## src/rtl/oled_arb_pkg.sv

```systemverilog
// ============================================================================
// Module      : oled_arb_pkg
// Description : Shared types and constants for the OLED task arbiter.
// Revision    : 1.0 - initial release
// ============================================================================
`default_nettype none

package oled_arb_pkg;

  typedef enum logic [1:0] {
    ST_IDLE      = 2'd0,
    ST_GRANTED   = 2'd1,
    ST_BLANK_OUT = 2'd2
  } arb_state_t;

  localparam logic [1:0] TASK_A = 2'd0;
  localparam logic [1:0] TASK_B = 2'd1;
  localparam logic [1:0] TASK_C = 2'd2;
  localparam logic [1:0] TASK_D = 2'd3;

  localparam logic [15:0] WHITE  = 16'hFFFF;
  localparam logic [15:0] RED    = 16'hF800;
  localparam logic [15:0] GREEN  = 16'h07E0;
  localparam logic [15:0] BLUE   = 16'h001F;
  localparam logic [15:0] ORANGE = 16'hFD20;
  localparam logic [15:0] BLACK  = 16'h0000;

  // Task A wins over B over C over D.
  function automatic logic [1:0] lowest_set(input logic [3:0] v);
    if (v[0])      return TASK_A;
    else if (v[1]) return TASK_B;
    else if (v[2]) return TASK_C;
    else           return TASK_D;
  endfunction

  function automatic logic [3:0] onehot4(input logic [1:0] idx);
    return 4'b0001 << idx;
  endfunction

endpackage

`default_nettype wire

```

## src/rtl/req_debounce.sv

```systemverilog
// ============================================================================
// Module      : req_debounce
// Description : Tick-sampled debouncer for one task-select switch.
// Revision    : 1.0 - initial release
// ============================================================================
`default_nettype none

module req_debounce #(
  parameter int DEB_MS = 20
) (
  input  logic CLK,
  input  logic RST_N,
  input  logic tick_1khz,
  input  logic i_raw,
  output logic o_level
);

  localparam logic [7:0] c_DEB_LAST = 8'(DEB_MS - 1);

  logic [7:0] r_cnt;
  logic       r_level;

  // The counter tops out at DEB_MS-1 and is cleared on acceptance, so it never wraps.
  always_ff @(posedge CLK or negedge RST_N) begin
    if (!RST_N) begin
      r_cnt   <= 8'd0;
      r_level <= 1'b0;
    end else if (tick_1khz) begin
      if (i_raw != r_level) begin
        if (r_cnt >= c_DEB_LAST) begin
          r_level <= i_raw;
          r_cnt   <= 8'd0;
        end else begin
          r_cnt <= r_cnt + 8'd1;
        end
      end else begin
        r_cnt <= 8'd0;
      end
    end
  end

  assign o_level = r_level;

endmodule

`default_nettype wire

```

## src/rtl/oled_task_arbiter.sv

```systemverilog
// ============================================================================
// Module      : oled_task_arbiter
// Description : Frame-aligned arbiter handing the OLED to one of four tasks.
//               Define OLED_ARB_PREEMPT_EN to let a higher-priority request
//               preempt the current owner.
// Revision    : 1.0 - initial release
// ============================================================================
`default_nettype none

module oled_task_arbiter
  import oled_arb_pkg::*;
#(
  parameter int          DEB_MS       = 20,
  parameter int          BLANK_FRAMES = 2,
  parameter logic [15:0] IDLE_COLOR   = 16'h0000
) (
  input  logic        CLK,
  input  logic        RST_N,
  input  logic        tick_1khz,
  input  logic        frame_begin,
  input  logic [3:0]  req,
  input  logic [63:0] pix_in,
  output logic [15:0] pixel_data,
  output logic [3:0]  grant,
  output logic        busy
);

  localparam logic [3:0] c_BLANK_LOAD = 4'(BLANK_FRAMES);

  logic [3:0]  w_deb_req;
  logic [1:0]  w_lowest;
  logic [15:0] w_owner_pix;
  logic        w_release;

  arb_state_t  r_state;
  logic [1:0]  r_owner;
  logic [3:0]  r_blank;
  logic [3:0]  r_grant;
  logic        r_busy;
  logic [15:0] r_pix;

  generate
    for (genvar gi = 0; gi < 4; gi++) begin : g_deb
      req_debounce #(
        .DEB_MS (DEB_MS)
      ) u_deb (
        .CLK       (CLK),
        .RST_N     (RST_N),
        .tick_1khz (tick_1khz),
        .i_raw     (req[gi]),
        .o_level   (w_deb_req[gi])
      );
    end
  endgenerate

  assign w_lowest    = lowest_set(w_deb_req);
  assign w_owner_pix = pix_in[{r_owner, 4'b0000} +: 16];

`ifdef OLED_ARB_PREEMPT_EN
  logic [3:0] w_lower_mask;
  assign w_lower_mask = onehot4(r_owner) - 4'd1;
  assign w_release    = ~w_deb_req[r_owner] | (|(w_deb_req & w_lower_mask));
`else
  assign w_release    = ~w_deb_req[r_owner];
`endif

  // The pixel register follows the state held before each edge, giving one cycle of latency.
  always_ff @(posedge CLK or negedge RST_N) begin
    if (!RST_N) begin
      r_state <= ST_IDLE;
      r_owner <= TASK_A;
      r_blank <= 4'd0;
      r_grant <= 4'd0;
      r_busy  <= 1'b0;
      r_pix   <= IDLE_COLOR;
    end else begin
      case (r_state)
        ST_IDLE: begin
          r_pix <= IDLE_COLOR;
          if (frame_begin && (|w_deb_req)) begin
            r_state <= ST_GRANTED;
            r_owner <= w_lowest;
            r_grant <= onehot4(w_lowest);
            r_busy  <= 1'b1;
          end
        end
        ST_GRANTED: begin
          r_pix <= w_owner_pix;
          // A frame_begin coinciding with release is deliberately not counted.
          if (w_release) begin
            r_state <= ST_BLANK_OUT;
            r_grant <= 4'd0;
            r_blank <= c_BLANK_LOAD;
          end
        end
        ST_BLANK_OUT: begin
          r_pix <= BLACK;
          if (r_blank == 4'd0) begin
            r_state <= ST_IDLE;
            r_busy  <= 1'b0;
          end else if (frame_begin) begin
            r_blank <= r_blank - 4'd1;
          end
        end
        default: begin
          r_state <= ST_IDLE;
          r_grant <= 4'd0;
          r_busy  <= 1'b0;
          r_pix   <= IDLE_COLOR;
        end
      endcase
    end
  end

  assign pixel_data = r_pix;
  assign grant      = r_grant;
  assign busy       = r_busy;

endmodule

`default_nettype wire

```

## config.mk

```make
export PLATFORM = sky130hd
export DESIGN_NAME = oled_task_arbiter
export DESIGN_NICKNAME = d
export VERILOG_FILES = /design/src/rtl/oled_arb_pkg.sv /design/src/rtl/req_debounce.sv /design/src/rtl/oled_task_arbiter.sv
export SDC_FILE = /design/constraint.sdc
export NUM_CORES = 1
export LEC_CHECK = 0
export BUFFER_PORTS_ARGS = -buffer_cell sky130_fd_sc_hd__buf_2
export CAP_MARGIN = 20
export CORE_ASPECT_RATIO = 1.2
export CORE_UTILIZATION = 50
export CTS_BUF_LIST = sky130_fd_sc_hd__clkbuf_2 sky130_fd_sc_hd__clkbuf_4 sky130_fd_sc_hd__clkbuf_8
export DETAILED_ROUTE_END_ITERATION = 10
export PLACE_DENSITY = 0.77
export SLEW_MARGIN = 10
export SYNTH_ARGS = -nofsm -noshare
export SYNTH_HDL_FRONTEND = slang
export SYNTH_SLANG_ARGS = --single-unit
```

## constraint.sdc

```tcl
create_clock -name CLK -period 3.8 [get_ports CLK]
set_clock_uncertainty 0.05 [all_clocks]
set_input_delay 0.19 -clock CLK [delete_from_list [all_inputs] [get_ports CLK]]
set_output_delay 0.19 -clock CLK [all_outputs]
set_load 0.01 [all_outputs]
```

## Yosys cells after proc, flatten, opt, wreduce, memory -nomap -nowiden

Cells that the tools add are included.

| cells by class | value |
|---|---|
| reduce and logical (&&, ||, !) cells | 14 |
| bitwise gates (word level) | 2 |
| equal/unequal tests | 11 |
| multiplexer cells | 28 |
| $add $sub $neg | 5 |
| $lt $le $gt $ge | 5 |
| shift-type cells | 2 |

Operator list:

| operator | number |
|---|---|
| $mux 8 | 8 |
| $shiftx 64x7->16 | 1 |
| $add 8x1->8 const B | 4 |
| $ge 8x5->1 const B | 4 |
| $reduce_and 3->1 | 7 |
| $mux 4 | 5 |
| $mux 16 | 1 |
| $pmux 4 s3 | 1 |
| $mux 2 | 5 |
| $ne 2x2->1 const B | 5 |
| $pmux 4 s2 | 1 |
| $pmux 2 s3 | 1 |
| $logic_not 4->1 | 1 |
| $mux 1 | 4 |
| $ne 1x1->1 | 4 |
| $reduce_and 4->1 | 1 |
| $reduce_or 4->1 | 1 |
| $shl 1x2->4 const A | 1 |
| $sub 4x1->4 const B | 1 |
| $lt 2x3->1 const B | 1 |
| $pmux 1 s3 | 1 |
| $bmux 1 s2 | 1 |
| $eq 2x1->1 const B | 1 |
| $eq 2x2->1 const B | 1 |
| other kinds (5) | 6 |

| word-level totals | value |
|---|---|
| output and inout bits | 21 |
| logic and storage cells | 81 |
| register bits | 65 |
| input port bits | 72 |

## Logic depth before layout (Yosys ltp)

| depth | value |
|---|---|
| word-level depth | 6 |
| depth in mapped cells | 6 |
| depth with buffers taken out | 6 |

## Modules after synthesis

A second synthesis with hierarchy kept.

| second synthesis, totals | value |
|---|---|
| cells, all modules | 265 |
| area, all modules | 3432.0 sq um |

By module, submodules not included:

| module | area an instance (sq um) | sequential area each (sq um) | cells each | times used |
|---|---|---|---|---|
| req_debounce | 449.2 | 225.2 | 36 | 4 |
| oled_task_arbiter | 1635.3 | 725.7 | 121 | 1 |

## Worst setup path after synthesis

OpenSTA, ideal clock, no wires.

| path | value |
|---|---|
| path kind | flip-flop to flip-flop |
| start point | register g_deb[0].u_deb.r_cnt[0] |
| end point | register g_deb[0].u_deb.r_cnt[4] |
| data required time | 3.634 ns |
| clock period less this slack | 1.734 ns |
| path slack | 2.066 ns |
| cell stages (with the launch flop) | 6 |
| data arrival time | 1.569 ns |
| buffers on the path | 0 |
| setup time | 0.116 ns |
| path through | dfrtp_1 > ha_1 > o31a_1 > nor3_4 > nand2_1 > o311ai_0 |

| on the way | value |
|---|---|
| cells in the longest elaborated chain, start to end | 3 |
| elaborated cells on any way between the ends | 4 |
| those cells by class | add/sub (1); order compare (1); mux (2) |

RTL lines:

| item | line | source |
|---|---|---|
| start, declared | req_debounce.sv:20 | `logic [7:0] r_cnt;` |
| start signal, assigned | req_debounce.sv:34 | `r_cnt <= r_cnt + 8'd1;` |
| $add 8x1->8 or $ge 8x5->1 (tied branches) | req_debounce.sv:34, req_debounce.sv:30 |  |
| $mux 8 (*) | req_debounce.sv:30 | `if (r_cnt >= c_DEB_LAST) begin` |
| $mux 8 (*) | req_debounce.sv:29 | `if (i_raw != r_level) begin` |

Every way passes the cells marked *; elsewhere a longest branch is shown, timed or not.
A chain may end at the register's enable or synchronous reset.

## Worst setup path in the final report

| path | value |
|---|---|
| start point | register g_deb[2].u_deb.r_cnt[0] |
| end point | register g_deb[2].u_deb.r_cnt[3] |

| on the way | value |
|---|---|
| cells in the longest elaborated chain, start to end | 3 |
| elaborated cells on any way between the ends | 4 |
| those cells by class | add/sub (1); order compare (1); mux (2) |

RTL lines:

| item | line |
|---|---|
| start, declared | req_debounce.sv:20 |
| start signal, assigned | req_debounce.sv:34 |
| $add 8x1->8 or $ge 8x5->1 (tied branches) | req_debounce.sv:34, req_debounce.sv:30 |
| $mux 8 (*) | req_debounce.sv:30 |
| $mux 8 (*) | req_debounce.sv:29 |

Marks and branches as above.

==> results by group <==
Outcome
  • Status: completed

Final layout
  • Area of the multi-input gates: 1520 µm²
  • Share of layout cells above drive strength 1: a little over a third
  • Reg area: 1630 µm²
  • Finished Cell Area: 3990 µm²
  • Fill cells: 502
  • ANT cells: 0
  • Syn-to-layout area delta: 22.5%
  • Final nets: 446

Floorplanning
  • Core area: 6170 µm²
  • Initial core utilization: a little over half
  • Die area: 6840 µm²
  • Die height: around 90 µm
  • Die Wd: 75.6 µm
  • Ports: 93
  • Row count: 31

Clock tree
  • Inserted Clock Buffers: 9
  • CTS H-Tree Depth: 3
  • CTS sink cnt: 65
  • Root Buffer: clkbuf_8
  • Clock transition at path regs: 0.07 ns
  • Clock Path Buffers: 2
  • Worst-Skew Late Latency: 0.33 ns
  • CTS tree: done

STA
  • Least-Margin Pin Slew: 0.748 ns
  • Max-slew violations: 0
  • Fmax: 0.521 GHz
  • Relative slew slack: 50.2%
  • Fin Setup TNS: 0 ns
  • Endpoints failing hold: 0
  • Crit share post-route: approximately half
  • Unrepaired setup endpoints after global routing: false
  • Endpoints failing setup: 0
  • Minimum clock period: 1.92 ns

Detailed routing
  • Pre-antenna DRT Iters: 4
  • Initial DRC count: between 100 and 150
  • DR vias/cell: between 5 and 6
  • DR vias: 2496
  • Post-detailed-route wirelength per cell: 14.4 µm
  • Wirelength, routed: ~6.5 mm
  • Drt drc: 0
  • ANT nets after route: 0

Yosys
  • Post-synth EDFFs: 0
  • Top cells by area, synth: dfrtp_1, mux4_2, nor2b_1, mux4_1, nand3_1
  • Synth top cells by count: dfrtp_1, nor2b_1, nand3_1, o21ai_0, inv_1
  • Synth Register Bits: 65
  • Asr flop ratio synth: 100%
  • Gate Count Post-Synth: 275
  • Post-synth top area share: 50.0%
  • Syn avg cell area: 11.8 µm²
  • Mapped Area: 3250 µm²
  • Sequential area share after synthesis: 50.0%
  • Ys Warns: 0
  • Post-synth cell types: 43
  • Most frequent cell after synthesis: dfrtp_1
  • Synth Flop Type: dfrtp_1
  • Mapped Nets: 352
  • Cell taking the most area after synthesis: dfrtp_1

GRT
  • Total GRT Usage: 21.8%
  • Initial antenna violation count: 0
  • First-pass GRT wire length: around 11 mm
  • Largest net degree at the start of global routing: between 60 and 70
  • Vias in the first global route: between 2000 and 2500
  • GR Overflow Total: 0

Power
  • Pwr/cell area: 618 nW/µm²
  • Leak pwr: 1.90 nW
  • Total power: around 2.5 mW
  • Peak VDD IR: about 300 µV

Setup path
  • Worst Path Max Fanout: 5
  • R2R depth: 5
  • CP required: 3.96 ns
  • CP Class: flip-flop to flip-flop
  • CP endpoint kind: flip-flop
  • Setup crit start kind: flip-flop
  • Arrival time worst endpoint: 2.08 ns

Placed design
  • Cell area after placement: ~3800 µm²
  • Placer Congestion: 0.815
  • PortBufs: 92
  • Post-DP HPWL: between 4 and 5 mm

Hold path
  • Worst min-delay path category: input pin to flip-flop
  • Hold Crit Depth: 2

Job
  • Maxcap violations: 0
[area by class of cell]
type                            count  area share (%)
Inverter                           14            1.32
Tap cell                           82            2.57
Clock inverter                      5            1.38
Timing Repair Buffer               95            12.2
Clock buffer                       11            3.64
Sequential cell                    65            40.8
Multi-Input combinational cell    184            38.1
[per-layer routing]
metal,GRT usage (%),routed length (µm),vias to the layer above
met5,0,0,-
met4,6.02,67,0
met3,6.47,398,5
met2,34.5,3250,94
met1,29.0,2830,1197
li1,-,-,1200
[sequential cells by signal, indices dropped and copies added (netlist names)]
register	cells
grant	4
busy	1
r_state	2
r_owner	2
r_blank	4
pixel_data	16
g_deb.u_deb.o_level	4
g_deb.u_deb.r_cnt	32
[through the flow]
stage	hold slack [ns]	utilization [%]	worst slack (ns)	std cells
2_1_floorplan	-0.156	-	2.07	275
3_3_place_gp	-0.0502	61.2	1.93	439
3_5_place_dp	-0.0452	61.2	1.84	439
4_1_cts	0.0606	64.6	1.87	456
5_1_grt	0.0655	64.6	1.71	456
6_report	0.0741	64.6	1.88	456
[cells by family (layout without fill, tap and decap cells)]
kind of cell               Yosys count  in the layout  share of synthesized area, %
AOI/OAI and AO/OA                   48             48                          10.3
xor gates and xnor gates             4              4                          1.08
adders and majority gates            5              5                          1.92
buffers and inverters               26            125                          3.38
DFF                                 65             65                          50.0
muxes                               26             26                          15.3
and+or+nand+nor                    101            101                          18.1
[where the power goes]
part	internal (mW)	leakage [nW]	switching (mW)	total (mW)
Sequential	0.876	0.864	0.197	1.07
Combinational	0.431	0.935	0.374	0.805
Clock	0.326	0.0987	0.258	0.584
[critical path, cell delays in order (launching register included)]
cell and delay [ns]:
dfrtp_1 0.41, ha_1 0.24, o31a_1 0.34, nor3_4 0.26, nand2_1 0.14, o311ai_0 0.36
[worst paths after layout]
kind / end / slack [ns] / startpoint
worst max-delay path: g_deb[2].u_deb.r_cnt[3] / 1.88 / g_deb[2].u_deb.r_cnt[0]
worst max register to register: g_deb[2].u_deb.r_cnt[3] / 1.88 / g_deb[2].u_deb.r_cnt[0]
worst min register to register: g_deb[2].u_deb.r_cnt[7] / 0.45 / g_deb[2].u_deb.r_cnt[7]
max in group asynchronous: pixel_data[2] / 2.61 / RST_N
min in group asynchronous: g_deb[3].u_deb.r_cnt[3] / 0.16 / RST_N
worst min-delay path: g_deb[2].u_deb.o_level / 0.07 / req[2]
[cells in the final DEF (no fill, tap or decap), drive strengths merged, types with 2 or more instances in the layout]
cell / n
o311ai: 8
a32oi: 3
and3: 2
nand2b: 13
o21ai: 19
buf: 94
o31a: 4
mux2i: 4
mux4: 17
nor2: 5
nor3: 5
nand2: 13
ha: 5
o31ai: 2
or2: 2
clkbuf: 11
clkinvlp: 2
nand3: 21
a32o: 2
clkinv: 2
nor3b: 3
a21oi: 3
nor2b: 32
or3: 3
xnor2: 3
inv: 14
mux2: 5
dfrtp: 65
[repair_timing]
action                     in CTS  in global routing
setup endpoints to repair       0                  0
hold buffers                    1                  0
gates resized for setup         0                  0
setup buffers                   0                  0
hold endpoints to repair        4                  0
Note: power is estimated with default switching activity, not from simulation.
